## config.mk

```make
export PLATFORM = sky130hd
export DESIGN_NAME = sync_fifo
export DESIGN_NICKNAME = d
export VERILOG_FILES = /design/src/rtl/sync_fifo.sv
export SDC_FILE = /design/constraint.sdc
export NUM_CORES = 1
export LEC_CHECK = 0
export BUFFER_PORTS_ARGS = -buffer_cell sky130_fd_sc_hd__buf_2
export CORE_ASPECT_RATIO = 1.2
export CORE_MARGIN = 2
export CORE_UTILIZATION = 60
export CTS_CLUSTER_DIAMETER = 150
export DETAILED_ROUTE_END_ITERATION = 8
export PLACE_DENSITY = 0.91
export SLEW_MARGIN = 20
export SYNTH_ARGS = -nofsm -noshare
export SYNTH_HDL_FRONTEND = slang
export SYNTH_SLANG_ARGS = --single-unit
```

## constraint.sdc

```tcl
create_clock -name i_clk -period 5.15 [get_ports i_clk]
set_input_delay 0.515 -clock i_clk [delete_from_list [all_inputs] [get_ports i_clk]]
set_output_delay 0.515 -clock i_clk [all_outputs]
set_load 0.1 [all_outputs]
```

## src/rtl/sync_fifo.sv

```systemverilog
// Single-clock show-ahead FIFO with occupancy count, status flags and
// combinational overflow/underflow indication on the offending access cycle.
module sync_fifo #(
    parameter int unsigned ADDR_WIDTH = 3,
    parameter int unsigned DATA_WIDTH = 8
) (
    input  logic                  i_clk,
    input  logic                  i_rst,
    input  logic [DATA_WIDTH-1:0] i_data,
    output logic [DATA_WIDTH-1:0] o_data,
    input  logic                  i_wr,
    input  logic                  i_rd,
    output logic [ADDR_WIDTH-1:0] o_count,
    output logic                  o_empty,
    output logic                  o_full,
    output logic                  o_half_full,
    output logic                  o_overflow,
    output logic                  o_underflow
);

    localparam int unsigned SLOTS = 1 << ADDR_WIDTH;
    localparam int unsigned DEPTH = SLOTS - 1;
    localparam int unsigned HALF  = 1 << (ADDR_WIDTH - 1);

    logic [DATA_WIDTH-1:0] r_mem [SLOTS];
    logic [ADDR_WIDTH-1:0] r_wr_ptr;
    logic [ADDR_WIDTH-1:0] r_rd_ptr;
    logic [ADDR_WIDTH-1:0] r_count;

    logic w_empty;
    logic w_full;
    logic w_wr_en;
    logic w_rd_en;

    // Status decoded from the registered count, so flags move on the edge after an access.
    assign w_empty = (r_count == '0);
    assign w_full  = (r_count == ADDR_WIDTH'(DEPTH));

    // A simultaneous pop frees a slot, so a write on a full FIFO still lands.
    assign w_wr_en = i_rst && i_wr && (!w_full || i_rd);
    assign w_rd_en = i_rst && i_rd && !w_empty;

    assign o_data      = r_mem[r_rd_ptr];
    assign o_count     = r_count;
    assign o_empty     = w_empty;
    assign o_full      = w_full;
    assign o_half_full = (r_count >= ADDR_WIDTH'(HALF));
    assign o_overflow  = i_rst && i_wr && w_full && !i_rd;
    assign o_underflow = i_rst && i_rd && w_empty;

    // Storage is left uninitialised by reset; only the pointers and count are cleared.
    always_ff @(posedge i_clk) begin
        if (w_wr_en) begin
            r_mem[r_wr_ptr] <= i_data;
        end
    end

    always_ff @(posedge i_clk) begin
        if (!i_rst) begin
            r_wr_ptr <= '0;
            r_rd_ptr <= '0;
            r_count  <= '0;
        end else begin
            if (w_wr_en) begin
                r_wr_ptr <= r_wr_ptr + ADDR_WIDTH'(1);
            end
            if (w_rd_en) begin
                r_rd_ptr <= r_rd_ptr + ADDR_WIDTH'(1);
            end
            case ({w_wr_en, w_rd_en})
                2'b10:   r_count <= r_count + ADDR_WIDTH'(1);
                2'b01:   r_count <= r_count - ADDR_WIDTH'(1);
                default: r_count <= r_count;
            endcase
        end
    end

endmodule

```

==> metrics.yaml <==
yosys.area_share.simple_pct: 5.52
tritoncts.num_buffers: 9
wl_um: 4890
outcome: "complete, no violations"
synth.area.top_cells: "edfxtp_1 63%, mux4_1 13%, dfxtp_1 7.9%"
drt-initial-drc-count: 141
irDropWorstVdd_uv: 227
grt_pass1_wl_um: 7800
yosys-mux-area-fraction_pct: 17.5
die_area_um2: 5690
synth_area_leader_cell: "edfxtp_1"
critPathMaxStageDelay_ns: 0.88
period_share_pct: 57.7
cellInternalPower_mw: 0.930
cts_hold_buffers: 0
yosys_warnings: 0
drv_slew: 0
io_buffers: 27
async_reset_ff_share_pct: 0
post-cts-setup-buffers: 0
drc: 0
crit_arrival_ns: 2.46
fp-row-count: 28
grt_max_degree: 17
yosys.cell_types.count: 28
maxCapViolCount: 0
ant_nets: 0
synthMostInstantiatedCell: "edfxtp_1"
r2r-start: "o_count[0]"
gp_congestion: 0.700
start_util_pct: 61.9
hp-start: "i_data[6]"
ys_seq_elements: 76
combPwrFrac_pct: 16.3
core_um2: 4940
rsz0062_at_grt: "no"
fmax_mhz: 336
synth_top_family_by_area: "multiplexers"
synth_fa_ha_area_share_pct: 1.88
post-dp-hpwl_um: 3380
dpl_cell_area_um2: 3260
cp-start-kind: "flip-flop"
cts_sinks: 76
yosys_most_used_dff: "edfxtp_1"
seqPwrFrac_pct: 55.0
timing.critical_path.to_type: "output pin"
vias: 1540
period_minus_slack_ns: 2.97
finClkSkew_ns: 0.00694
grt_pass1_vias: 1554
switching_share_pct: 27.4
criticalPathCategory: "reg2out"
synth_compound_area_share_pct: 1.23
synth_edf_count: 64
overflow: 0
area_delta_synth_final_pct: 11.7
fin_area_um2: 3420
cts-resized-gates: 0
fin_cells: 265
syn_nets: 180
synth_xor_area_share_pct: 0.859
clock_latency_ns: 0.33
cts_tree: "yes"
synthCells: 164
whs_ns: 0.450
synth.top_cell.area_share_pct: 62.8
required_ns: 4.64
slowest_stage: "dfxtp_1"
netlist_area_um2: 3060
relSlewSlack_pct: 41.4
drt_pass1_iterations: 4
p_sw_mw: 0.351
syn_area_per_cell_um2: 18.7
setup_viol: 0
nets: 216
die_h_um: 82.2
hp-class: "in2reg"
finalSetupTns_ns: 0
diodes: 0
io_pins: 28
fill_cells: 314
synth_seq_area_share_pct: 70.7
clockRootBuffer: "clkbuf_8"
hold_viol_final: 0
drive_above_1_share_pct: 24.9
p_clk_share_pct: 28.7
wire_per_inst_um: 18.4
track_usage_pct: 19.5
power.density_nw_per_um2: 375
cp_max_fo: 16
htree_levels: 3
antenna_found_initial: 0
die_w_um: 69.2
p_total_mw: 1.28
synth.cells.most_frequent: "64 x edfxtp_1, 15 x mux4_1, 12 x dfxtp_1"
p_leak_nw: 1.20
vias_per_cell: 5.81
clockBufferDepth: 2
path_clk_slew_ns: 0.07
crit_chain: "mux4_1 -> mux2_2 -> buf_2"
worstMarginPinSlew_ns: 0.875
placed_cells: 249
## critical path: cells and delay by family, from the launching register on
kind / cells / cell delay (ns)
DFF: 1 / 0.88
buffers and inverters: 1 / 0.29
muxes: 2 / 0.94
## power groups by stage
stage               Clock, mW  Sequential, mW  Combinational (mW)
CTS                     0.379           0.705               0.211
floorplan                   0           0.724               0.173
global placement            0           0.717               0.206
detailed placement          0           0.718               0.210
finish                  0.367           0.705               0.209
global route            0.407           0.707               0.219
## kinds of logic (layout without fill, tap and decap cells)
logic type,count (synthesis),in the layout
muxes,27,27
AOI/OAI and AO/OA,7,7
buffers and inverters,12,53
DFF,76,76
and+or+nand+nor,35,35
adders and majority gates,4,4
xor gates and xnor gates,3,3
## placed cells by master (no fill, tap or decap)
cell / instances
buf_2: 27
nor2_1: 10
nor4_1: 1
or3_1: 2
nand3_1: 3
nand2b_1: 3
nand4b_1: 1
mux2i_1: 3
ha_1: 3
o21ai_0: 3
fa_1: 1
clkbuf_8: 10
mux2_2: 8
xor2_1: 3
buf_4: 5
clkbuf_1: 6
nand2_1: 7
mux4_1: 15
o31ai_1: 1
and3_1: 2
nand4_1: 1
mux4_2: 1
a21oi_1: 3
dfxtp_1: 12
inv_1: 5
nor3_1: 5
edfxtp_1: 64
## area by class of cell
cell class              instances  area [um2]  share of cell area, %
well taps                      60        75.1                   2.20
inverters                       5        18.8                  0.549
flip-flops and latches         76        2160                   63.3
clock buffers                  16         160                   4.69
repair buffers                 32         173                   5.05
multi-input cells              76         827                   24.2
## flip-flops by register name, indices dropped and copies added, names as in the netlist, named ones only
| register | cells |
|---|---|
| r_mem | 64 |
| o_count | 3 |
| r_wr_ptr | 3 |
| r_rd_ptr | 3 |
## per-stage QoR
stage,utilization (%),setup slack [ns]
CTS,69.1,2.12
global route,69.1,2.05
detailed placement,65.9,2.49
finish,69.1,2.18
floorplan,-,0.605
global placement,65.9,2.56
## metal layers
layer,GRT usage [%],vias to the layer above,wire [um]
li1,-,731,-
met1,21.9,745,1980
met2,33.9,58,2550
met3,6.19,6,282
met4,10.6,0,73
met5,0,-,0
## worst paths after layout
| path | end | slack, ns | cells past startpoint |
|---|---|---|---|
| setup / recovery | o_data[5] | 2.18 | 3 |
| hold / removal | r_mem[7][6] | 0.45 | 1 |
| setup reg to reg | o_count[2] | 2.82 | 8 |
| hold reg to reg | r_rd_ptr[2] | 0.50 | 2 |
Note: power is estimated with default switching activity, not from simulation.
